--- src/rtl/track_pkg.sv ---
// Shared types and widths for the centroid tracker box-size controller.
package track_pkg;

    typedef enum logic [1:0] {
        ST_IDLE,
        ST_DECIDE,
        ST_CLAMP,
        ST_UPDATE
    } state_t;

    localparam int CNT_W      = 20;
    localparam int X_W        = 11;
    localparam int Y_W        = 10;
    localparam int RUN_W      = 4;
    localparam int DEF_HEIGHT = 150;
    localparam int DEF_WIDTH  = 150;

endpackage

--- src/rtl/track_clamp.sv ---
// Centre +/- half-size with the low bound saturating at 0 and the high bound at MAX.
module track_clamp #(
    parameter int W   = 11,
    parameter int MAX = 524
) (
    input  logic [W-1:0] i_centre,
    input  logic [W-1:0] i_half,
    output logic [W-1:0] o_lo,
    output logic [W-1:0] o_hi
);

    localparam logic [W:0] L_MAX = (W+1)'(MAX);

    logic [W:0] w_sum;

    // One extra bit on the sum so a large centre plus half-size never wraps before the clamp.
    assign w_sum = {1'b0, i_centre} + {1'b0, i_half};
    assign o_lo  = (i_centre < i_half) ? '0 : (i_centre - i_half);
    assign o_hi  = (w_sum > L_MAX) ? L_MAX[W-1:0] : w_sum[W-1:0];

endmodule

--- src/rtl/track_ctrl.sv ---
// Per-frame grow/shrink/hold controller for the tracking box, with lock and loss reporting.
module track_ctrl
    import track_pkg::*;
#(
    parameter int HEIGHT          = DEF_HEIGHT,
    parameter int WIDTH           = DEF_WIDTH,
    parameter int INCREMENT       = 10,
    parameter int TRACK_DIFF      = 10,
    parameter int TRACKBOUND_DIFF = 30,
    parameter int MAX_H           = 400,
    parameter int X_MAX           = 524,
    parameter int Y_MAX           = 524,
    parameter int LOCK_FRAMES     = 4,
    parameter int LOST_FRAMES     = 8
) (
    input  logic             i_clk,
    input  logic             i_reset_n,
    input  logic             i_enable,
    input  logic             i_stats_valid,
    output logic             o_stats_ready,
    input  logic [CNT_W-1:0] i_frame_count,
    input  logic [CNT_W-1:0] i_rect_count,
    input  logic [CNT_W-1:0] i_lrect_count,
    input  logic [X_W-1:0]   i_cx,
    input  logic [Y_W-1:0]   i_cy,
    output logic [Y_W-1:0]   o_height,
    output logic [X_W-1:0]   o_width,
    output logic [Y_W-1:0]   o_last_height,
    output logic [X_W-1:0]   o_last_width,
    output logic [X_W-1:0]   o_x_lo,
    output logic [X_W-1:0]   o_x_hi,
    output logic [Y_W-1:0]   o_y_lo,
    output logic [Y_W-1:0]   o_y_hi,
    output logic             o_upd_valid,
    output logic             o_locked,
    output logic             o_lost
);

    localparam logic [Y_W-1:0]   L_HEIGHT     = Y_W'(HEIGHT);
    localparam logic [X_W-1:0]   L_WIDTH      = X_W'(WIDTH);
    localparam logic [Y_W:0]     L_INC        = (Y_W+1)'(INCREMENT);
    localparam logic [Y_W:0]     L_MAX_H      = (Y_W+1)'(MAX_H);
    localparam logic [CNT_W-1:0] L_TRACK_DIFF = CNT_W'(TRACK_DIFF);
    localparam logic [CNT_W-1:0] L_BOUND_DIFF = CNT_W'(TRACKBOUND_DIFF);
    localparam logic [RUN_W-1:0] L_LOCK       = RUN_W'(LOCK_FRAMES);
    localparam logic [RUN_W-1:0] L_LOST       = RUN_W'(LOST_FRAMES);

    state_t           r_state;
    logic [CNT_W-1:0] r_frame, r_rect, r_lrect;
    logic [X_W-1:0]   r_cx;
    logic [Y_W-1:0]   r_cy;
    logic [Y_W-1:0]   r_newHeight, r_newLastHeight;
    logic [X_W-1:0]   r_newWidth, r_newLastWidth;
    logic [X_W-1:0]   r_xLo, r_xHi;
    logic [Y_W-1:0]   r_yLo, r_yHi;
    logic [RUN_W-1:0] r_growRun, r_stableRun;
    logic             r_lostPend;

    logic [CNT_W-1:0] w_outDiff, w_inDiff;
    logic [Y_W:0]     w_hSum, w_lhSum;
    logic [Y_W-1:0]   w_hGrow, w_lhGrow;
    logic [RUN_W-1:0] w_growInc, w_stableInc;
    logic             w_grow, w_shrink;
    logic [Y_W-1:0]   w_nextH, w_nextLh;
    logic [RUN_W-1:0] w_nextGrowRun, w_nextStableRun;
    logic             w_nextLost;
    logic [X_W-1:0]   w_xLo, w_xHi;
    logic [Y_W-1:0]   w_yLo, w_yHi;

    assign w_outDiff   = (r_frame > r_rect) ? (r_frame - r_rect) : '0;
    assign w_inDiff    = (r_lrect > r_rect) ? (r_lrect - r_rect) : '0;
    assign w_hSum      = {1'b0, o_height} + L_INC;
    assign w_lhSum     = {1'b0, o_last_height} + L_INC;
    assign w_hGrow     = (w_hSum > L_MAX_H) ? L_MAX_H[Y_W-1:0] : w_hSum[Y_W-1:0];
    assign w_lhGrow    = (w_lhSum > L_MAX_H) ? L_MAX_H[Y_W-1:0] : w_lhSum[Y_W-1:0];
    assign w_growInc   = (r_growRun == '1) ? r_growRun : (r_growRun + RUN_W'(1));
    assign w_stableInc = (r_stableRun == '1) ? r_stableRun : (r_stableRun + RUN_W'(1));
    assign w_grow      = (w_outDiff >= L_BOUND_DIFF);
    assign w_shrink    = ({1'b0, o_height} > L_INC) && (w_inDiff < L_TRACK_DIFF);

    // A grow frame that completes a full run of growth means the target is gone.
    always_comb begin
        w_nextH         = o_height;
        w_nextLh        = o_last_height;
        w_nextGrowRun   = '0;
        w_nextStableRun = w_stableInc;
        w_nextLost      = 1'b0;
        if (w_grow) begin
            w_nextH         = w_hGrow;
            w_nextLh        = w_lhGrow;
            w_nextGrowRun   = w_growInc;
            w_nextStableRun = '0;
            if (w_growInc >= L_LOST) begin
                w_nextH       = L_HEIGHT;
                w_nextLh      = L_HEIGHT;
                w_nextGrowRun = '0;
                w_nextLost    = 1'b1;
            end
        end else if (w_shrink) begin
            w_nextLh = o_height;
            w_nextH  = o_height - L_INC[Y_W-1:0];
        end
    end

    track_clamp #(.W(X_W), .MAX(X_MAX)) u_clampX (
        .i_centre (r_cx),
        .i_half   (r_newWidth),
        .o_lo     (w_xLo),
        .o_hi     (w_xHi)
    );

    track_clamp #(.W(Y_W), .MAX(Y_MAX)) u_clampY (
        .i_centre (r_cy),
        .i_half   (r_newHeight),
        .o_lo     (w_yLo),
        .o_hi     (w_yHi)
    );

    always_ff @(posedge i_clk or negedge i_reset_n) begin
        if (!i_reset_n) begin
            r_state         <= ST_IDLE;
            r_frame         <= '0;
            r_rect          <= '0;
            r_lrect         <= '0;
            r_cx            <= '0;
            r_cy            <= '0;
            r_newHeight     <= L_HEIGHT;
            r_newLastHeight <= L_HEIGHT;
            r_newWidth      <= L_WIDTH;
            r_newLastWidth  <= L_WIDTH;
            r_xLo           <= '0;
            r_xHi           <= '0;
            r_yLo           <= '0;
            r_yHi           <= '0;
            r_growRun       <= '0;
            r_stableRun     <= '0;
            r_lostPend      <= 1'b0;
            o_stats_ready   <= 1'b1;
            o_height        <= L_HEIGHT;
            o_width         <= L_WIDTH;
            o_last_height   <= L_HEIGHT;
            o_last_width    <= L_WIDTH;
            o_x_lo          <= '0;
            o_x_hi          <= '0;
            o_y_lo          <= '0;
            o_y_hi          <= '0;
            o_upd_valid     <= 1'b0;
            o_locked        <= 1'b0;
            o_lost          <= 1'b0;
        end else begin
            o_upd_valid <= 1'b0;
            o_lost      <= 1'b0;
            case (r_state)
                ST_IDLE: begin
                    // With enable low the handshake still completes so the producer never stalls.
                    if (i_stats_valid && o_stats_ready && i_enable) begin
                        r_frame       <= i_frame_count;
                        r_rect        <= i_rect_count;
                        r_lrect       <= i_lrect_count;
                        r_cx          <= i_cx;
                        r_cy          <= i_cy;
                        o_stats_ready <= 1'b0;
                        r_state       <= ST_DECIDE;
                    end
                end
                ST_DECIDE: begin
                    r_newHeight     <= w_nextH;
                    r_newLastHeight <= w_nextLh;
                    r_newWidth      <= w_nextLost ? L_WIDTH : {1'b0, w_nextH};
                    r_newLastWidth  <= w_nextLost ? L_WIDTH : {1'b0, w_nextLh};
                    r_growRun       <= w_nextGrowRun;
                    r_stableRun     <= w_nextStableRun;
                    r_lostPend      <= w_nextLost;
                    r_state         <= ST_CLAMP;
                end
                ST_CLAMP: begin
                    r_xLo   <= w_xLo;
                    r_xHi   <= w_xHi;
                    r_yLo   <= w_yLo;
                    r_yHi   <= w_yHi;
                    r_state <= ST_UPDATE;
                end
                ST_UPDATE: begin
                    o_height      <= r_newHeight;
                    o_width       <= r_newWidth;
                    o_last_height <= r_newLastHeight;
                    o_last_width  <= r_newLastWidth;
                    o_x_lo        <= r_xLo;
                    o_x_hi        <= r_xHi;
                    o_y_lo        <= r_yLo;
                    o_y_hi        <= r_yHi;
                    o_locked      <= (r_stableRun >= L_LOCK);
                    o_lost        <= r_lostPend;
                    o_upd_valid   <= 1'b1;
                    o_stats_ready <= 1'b1;
                    r_state       <= ST_IDLE;
                end
                default: r_state <= ST_IDLE;
            endcase
        end
    end

endmodule

--- config.mk ---
export PLATFORM = sky130hd
export DESIGN_NAME = track_ctrl
export DESIGN_NICKNAME = d
export VERILOG_FILES = /design/src/rtl/track_pkg.sv /design/src/rtl/track_clamp.sv /design/src/rtl/track_ctrl.sv
export SDC_FILE = /design/constraint.sdc
export NUM_CORES = 1
export LEC_CHECK = 0
export ABC_AREA = 1
export BUFFER_PORTS_ARGS = -buffer_cell sky130_fd_sc_hd__buf_2
export CORE_UTILIZATION = 60
export CTS_CLUSTER_SIZE = 8
export DETAILED_ROUTE_END_ITERATION = 10
export PLACE_DENSITY = 0.92
export SYNTH_ARGS = -nofsm -noshare
export SYNTH_HDL_FRONTEND = slang
export SYNTH_SLANG_ARGS = --single-unit
--- constraint.sdc ---
create_clock -name i_clk -period 3.4 [get_ports i_clk]
set_input_delay 0.34 -clock i_clk [delete_from_list [all_inputs] [get_ports i_clk]]
set_output_delay 0.34 -clock i_clk [all_outputs]
set_load 0.005 [all_outputs]
==> metrics.yaml, run 1 <==
outcome: "finished, final reports clean"
synthCells: 2043
postCtsHoldBufs: 5
slew_headroom_pct: 39.4
critical_path_class: "reg2reg"
r2r.worst_path.cells: 21
peakVddDrop_mv: 0.377
drc: 0
leakage_uw: 0.00997
area_growth_pct: 15.3
initial_core_util_pct: 62.0
synth_top_area_share_pct: 37.3
clock_skew_ps: 23.5
end_kind: "flop"
synth_compound_area_share_pct: 7.90
ctsResizeCount: 0
crit_slowest_cell: "fa_1"
muxShareOfSynthArea_pct: 0
dieArea_mm2: 0.0260
timing.hold.ws_ps: 13.8
grt_max_degree: 108
antenna_cells: 0
whs_path_depth: 3
nFillCells: 1916
cts_inserted_buffers: 38
fp.dieH_um: 161
grt_pass1_wl_um: 67800
rsz0062_at_grt: "false"
crit_family: "simple AND/OR/NAND/NOR gates"
startpoint_type: "flop"
routed_wl_um: 40800
final_cell_mix: "nand2_1 (845), dfrtp_1 (227), inv_1 (218)"
finalSetupViolCount: 0
synthSimpleGateAreaFrac_pct: 30.8
ys_async_sr_fraction_pct: 100
hold_path_class: "in2reg"
r2r_start: "r_rect[0]$_DFFE_PN0P_"
clock_latency_ps: 530
synth_flop_cell: "dfrtp_1"
drive_gt1_share_pct: 13.7
synth-edff-count: 0
clockBufferDepth: 3
antenna_found_initial: 0
fin_nets: 2395
yosys.cell_types.count: 56
cts_tree: "done"
vias: 14200
cts_max_level: 2
dr.pass1.iters: 7
place_congestion: 0.968
synth_xor_area_share_pct: 2.76
maxCapViolCount: 0
clk_pin_slew_ps: 50
worstPathRequired_ps: 3840
yosys_warnings: 0
ff2ff_setup_slack_ps: 340
syn_avg_cell_area_um2: 7.46
path_cells: "ha_1, fa_1, inv_1, nand2_1, nand2_1, nand3_1, nand2_1, nand2_1, nand2_1, nand2_1, a21oi_1, nand2_1, nor2_1, nand3_1, nand2_2, buf_4, nand3_1, nand2_1, nand2_1, nand3_1, nand2_1"
final_max_slew_viol_count: 0
yosys.area_share.adder_pct: 8.26
synth_area_leaders: "dfrtp_1 (37%), nand2_1 (21%), ha_1 (7.5%)"
period_share_pct: 90.0
gr-total-overflow: 0
hpwl_um: 29400
layout_commonest_cell: "nand2_1"
power.density_mw_per_mm2: 387
yosys.area.top_type: "dfrtp_1"
synth_top_family_by_area: "simple AND/OR/NAND/NOR gates"
worstReg2RegEnd: "r_newWidth[1]$_DFFE_PN1P_"
core_mm2: 0.0246
drtAntennaViolNets: 0
fin_crit_ps: 3060
grt.total_usage_pct: 32.4
slowest_delay_ps: 420
cts_root_buffer: "clkbuf_16"
crit_top_cell: "nand2_1"
rows: 57
pin_count: 173
first_global_vias: 14000
crit_arrival_ps: 3500
regArea_mm2: 0.00655
vias_per_cell: 5.53
io_buffers: 170
wl_per_cell_um: 15.9
cts.sinks: 260
final_hold_viol_count: 0
fmax_mhz: 327
synth-seq-cells: 260
hold_end: "r_cx[6]$_DFFE_PN0P_"
tns_ps: 0
post-cts-setup-buffers: 0
multiInputGateArea_mm2: 0.00758
critPathMaxFanout: 15
worst_pin_slew_ps: 908
yosysSeqAreaShare_pct: 42.9
drt_iter0_drc: 1189
die_x_um: 161
syn_area_mm2: 0.0152
hold_start: "i_cx[6]"
critPathBufInv: 2
==> cells in the mapped netlist, types with 2 or more instances <==
master / count
a21oi_1: 62
a21oi_2: 4
and2_1: 2
buf_1: 2
buf_2: 4
buf_4: 3
buf_6: 3
clkbuf_1: 49
dfrtp_1: 227
dfstp_2: 33
fa_1: 6
ha_1: 91
inv_1: 218
inv_2: 4
nand2_1: 845
nand2_2: 18
nand3_1: 104
nand3_2: 2
nand3b_1: 15
nand4_1: 27
nor2_1: 81
nor2_2: 3
nor3_1: 16
nor4_1: 3
o211ai_1: 2
o21a_1: 2
o21ai_0: 110
o21ai_1: 11
o21bai_1: 6
o22ai_1: 3
o31ai_1: 10
or2_1: 3
or2_2: 5
xnor2_1: 9
xor2_1: 39
==> worst register-to-register path: stages (launching register included) <==
cell and delay, ps:
dfrtp_1 410, ha_1 250, fa_1 420, inv_1 80
nand2_1 50, nand2_1 120, nand3_1 90, nand2_1 120
nand2_1 90, nand2_1 80, nand2_1 50, a21oi_1 140
nand2_1 70, nor2_1 100, nand3_1 90, nand2_2 100
buf_4 210, nand3_1 130, nand2_1 90, nand2_1 50
nand3_1 170, nand2_1 90
==> cells by family after synthesis <==
kind of cell,count (synthesis)
flops,260
simple gates,1131
other cells,1
compound gates,220
xor+xnor,48
fa+ha+maj,97
buf+inv,286
==> per-stage QoR <==
step	cell area, um^2	power (uW)	worst slack (ps)	instances	util [%]
global route	17600	6990	66.4	2567	71.4
global placement	16400	3270	487	2492	66.6
floorplan	15200	3150	828	2044	-
finish	17600	6800	341	2567	71.4
CTS	17600	6840	365	2567	71.4
detailed placement	16400	3270	422	2492	66.6
==> state kept, by name (all words and copies together) (netlist names), 10 cells and up <==
signal / cells
r_frame: 20
r_lrect: 20
r_rect: 20
o_x_hi: 11
o_x_lo: 11
r_cx: 11
r_xHi: 11
r_xLo: 11
o_height: 10
o_last_height: 10
o_last_width: 10
o_width: 10
o_y_hi: 10
o_y_lo: 10
r_cy: 10
r_newHeight: 10
r_newLastHeight: 10
r_newLastWidth: 10
r_newWidth: 10
r_yHi: 10
r_yLo: 10
==> where the power goes <==
group,switching [uW],leakage [uW],internal [uW]
clock network,1380,0.000541,2190
logic,78.8,0.00606,43.6
registers,0,0.00337,3100
total,1460,0.00997,5330
==> final cells by class <==
class / instances / area share [%]
Multi-Input combinational cell: 1498 / 43.2
Sequential cell: 260 / 37.3
Clock buffer: 68 / 6.29
Timing Repair Buffer: 191 / 6.01
Inverter: 224 / 4.81
Tap cell: 324 / 2.31
Clock inverter: 2 / 0.185
==> how the worst max path moves through the flow <==
stage / from / endpoint / slack, ps / cells after the start
after detailed placement: r_rect[0]$_DFFE_PN0P_ / r_newWidth[1]$_DFFE_PN1P_ / 420 / 21
final: r_rect[0]$_DFFE_PN0P_ / r_newWidth[1]$_DFFE_PN1P_ / 340 / 21
after floorplan: r_frame[0]$_DFFE_PN0P_ / r_newLastHeight[3]$_DFFE_PN0P_ / 830 / 21
after global routing: r_rect[0]$_DFFE_PN0P_ / r_newWidth[1]$_DFFE_PN1P_ / 70 / 21
after CTS: r_rect[0]$_DFFE_PN0P_ / r_newWidth[1]$_DFFE_PN1P_ / 370 / 21
after global placement: r_rect[0]$_DFFE_PN0P_ / r_newWidth[1]$_DFFE_PN1P_ / 490 / 21
==> layer usage <==
layer  global-route usage [%]  wire [um]  share of wire (%)
met4                     16.5       1940                4.8
met3                     4.11       2470                6.0
met1                     39.6      16300                 40
met5                        0          0                  0
met2                     56.2      20000                 49
No activity file was read; power rests on OpenSTA's default activity.
==> run 2, diff against run 1 <==
==> constraint.sdc (replaced) <==
create_clock -name i_clk -period 3.36 [get_ports i_clk]
set_input_delay 0.336 -clock i_clk [delete_from_list [all_inputs] [get_ports i_clk]]
set_output_delay 0.336 -clock i_clk [all_outputs]
set_load 0.005 [all_outputs]
==> run 2 against run 1 <==
Effect of this change:
- clock skew is 3.7 ps lower
- via count shrank 1.2%
- largest power group unchanged
- power increased by 0.53%
- hold slack worse by 0.76 ps
- core utilization decreased by 0.27 points
- first-iteration DRC count increased by 12%
- non-clock buffer count is 6 lower
- sequential share of layout area grew 0.14 points
==> metrics.yaml, run 2 (synthesis results as in run 1) <==
comb_power_share_pct: 1.8
seqPwrFrac_pct: 45.9
worst_pin_slew_ps: 1230
power.density_mw_per_mm2: 390
dieArea_mm2: 0.0260
clock_skew_ps: 19.8
antenna_found_initial: 0
vias_per_cell: 5.48
pin_count: 173
critical_path_class: "reg2reg"
clock_latency_ps: 530
swShare_pct: 21.6
wl_per_cell_um: 15.7
drive_gt1_share_pct: 13.7
final_cell_mix: "nand2_1 (845), dfrtp_1 (227), inv_1 (218)"
drt_iter0_drc: 1335
finalSetupViolCount: 0
crit_top_cell: "nand2_1"
post-cts-setup-buffers: 0
slowest_delay_ps: 420
fin_crit_ps: 3020
period_share_pct: 90.0
crit_arrival_ps: 3420
path_cells: "ha_1, fa_1, inv_1, nand2_1, nand2_1, nand3_1, nand2_1, nand2_1, nand2_1, nand2_1, nand2_1, nand3_1, nor2_1, nand3_1, nand2_2, nand2_4, nand2_1, nand2_1, nand2_1, nand2_1, nand2_1, nand2_1"
place_congestion: 0.949
critPathBufInv: 1
fp.dieH_um: 161
crit_family: "simple AND/OR/NAND/NOR gates"
hold_start: "i_lrect_count[14]"
initial_core_util_pct: 62.0
die_x_um: 161
crit_slowest_cell: "fa_1"
hpwl_um: 29000
timing.hold.ws_ps: 13.0
fmax_mhz: 331
grt.total_usage_pct: 31.7
antenna_cells: 0
gr-total-overflow: 0
peakVddDrop_mv: 0.313
final_hold_viol_count: 0
io_buffers: 170
tns_ps: 0
layout_commonest_cell: "nand2_1"
intPower_uw: 5360
outcome: "finished, final reports clean"
core_mm2: 0.0246
fin_nets: 2389
cts.sinks: 260
grt_max_degree: 113
cts_inserted_buffers: 38
r2r_start: "r_rect[0]$_DFFE_PN0P_"
cts_max_level: 2
maxCapViolCount: 0
area_growth_pct: 14.9
power.share.clock_pct: 52.3
leakage_uw: 0.00994
worstReg2RegEnd: "r_newHeight[5]$_DFFE_PN0P_"
clk_pin_slew_ps: 50
rsz0062_at_grt: "false"
worstPathRequired_ps: 3760
end_kind: "flop"
grt_pass1_wl_um: 66900
hold_end: "r_lrect[14]$_DFFE_PN0P_"
first_global_vias: 14000
slew_headroom_pct: 18.3
whs_path_depth: 3
routed_wl_um: 40100
p_switching_uw: 1480
rows: 57
dr.pass1.iters: 8
critPathMaxFanout: 22
final_core_utilization_pct: 71.2
drtAntennaViolNets: 0
clockBufferDepth: 3
cts_tree: "done"
vias: 14000
hold_path_class: "in2reg"
r2r.worst_path.cells: 22
startpoint_type: "flop"
largestRegisters: "r_frame (20), r_lrect (20), r_rect (20)"
ff2ff_setup_slack_ps: 340
drc: 0
final_max_slew_viol_count: 0
cts_root_buffer: "clkbuf_16"
-- run 2: changes by cell type in the layout (fill, tap and decap cells not counted), sizes merged --
cell         previous run  this run
buf                   186       184
dlygate4sd3             5         1
clkbuf                 68        64
-- run 2: through the flow --
stage | power, uW | setup slack [ps] | instances | cell area (um^2)
after floorplan | 3190 | 788 | 2044 | 15200
after global placement | 3310 | 483 | 2490 | 16400
after detailed placement | 3310 | 366 | 2490 | 16400
after CTS | 6880 | 348 | 2557 | 17500
after global routing | 7020 | 1.33 | 2557 | 17500
final | 6830 | 336 | 2557 | 17500
-- run 2: layout make-up --
cell class              count  area, um^2
inverters                 224         846
fillers                  1912        7100
clock inverters             2        32.5
well taps                 324         405
multi-input cells        1498        7580
repair buffers            185        1010
clock buffers              64        1080
flip-flops and latches    260        6550
-- run 2: power groups by stage --
stage,Clock [uW],Combinational (uW),Sequential (uW)
after global routing,3750,137,3140
after floorplan,0,2.18,3190
after detailed placement,0,122,3190
after global placement,0,120,3190
final,3570,120,3140
after CTS,3620,124,3140
-- run 2: metal layers --
| layer | up-vias | GRT usage [%] | share of wire, % |
|---|---|---|---|
| met5 | - | 0 | 0 |
| met3 | 139 | 4.39 | 6.0 |
| met4 | 0 | 15.6 | 4.5 |
| met2 | 544 | 53.5 | 48 |
| li1 | 6781 | - | - |
| met1 | 6554 | 39.9 | 42 |
-- run 2: worst max path at each step --
stage | from | endpoint | cells after the start
final | r_rect[0]$_DFFE_PN0P_ | r_newHeight[5]$_DFFE_PN0P_ | 22
after global routing | r_rect[0]$_DFFE_PN0P_ | r_newHeight[5]$_DFFE_PN0P_ | 22
after CTS | r_frame[0]$_DFFE_PN0P_ | r_newHeight[9]$_DFFE_PN0P_ | 21
after detailed placement | r_frame[0]$_DFFE_PN0P_ | r_newWidth[9]$_DFFE_PN0P_ | 21
after global placement | r_frame[0]$_DFFE_PN0P_ | r_newWidth[9]$_DFFE_PN0P_ | 21
after floorplan | r_frame[0]$_DFFE_PN0P_ | r_newLastHeight[3]$_DFFE_PN0P_ | 21
-- run 2: worst min-delay path: stages --
cell and delay, ps:
buf_2 70, nand2_1 40, nand2_1 40
-- run 2: repair_timing --
item	CTS	global route
hold buffers	1	0
gates resized for setup	0	0
endpoints found under the hold margin	92	0
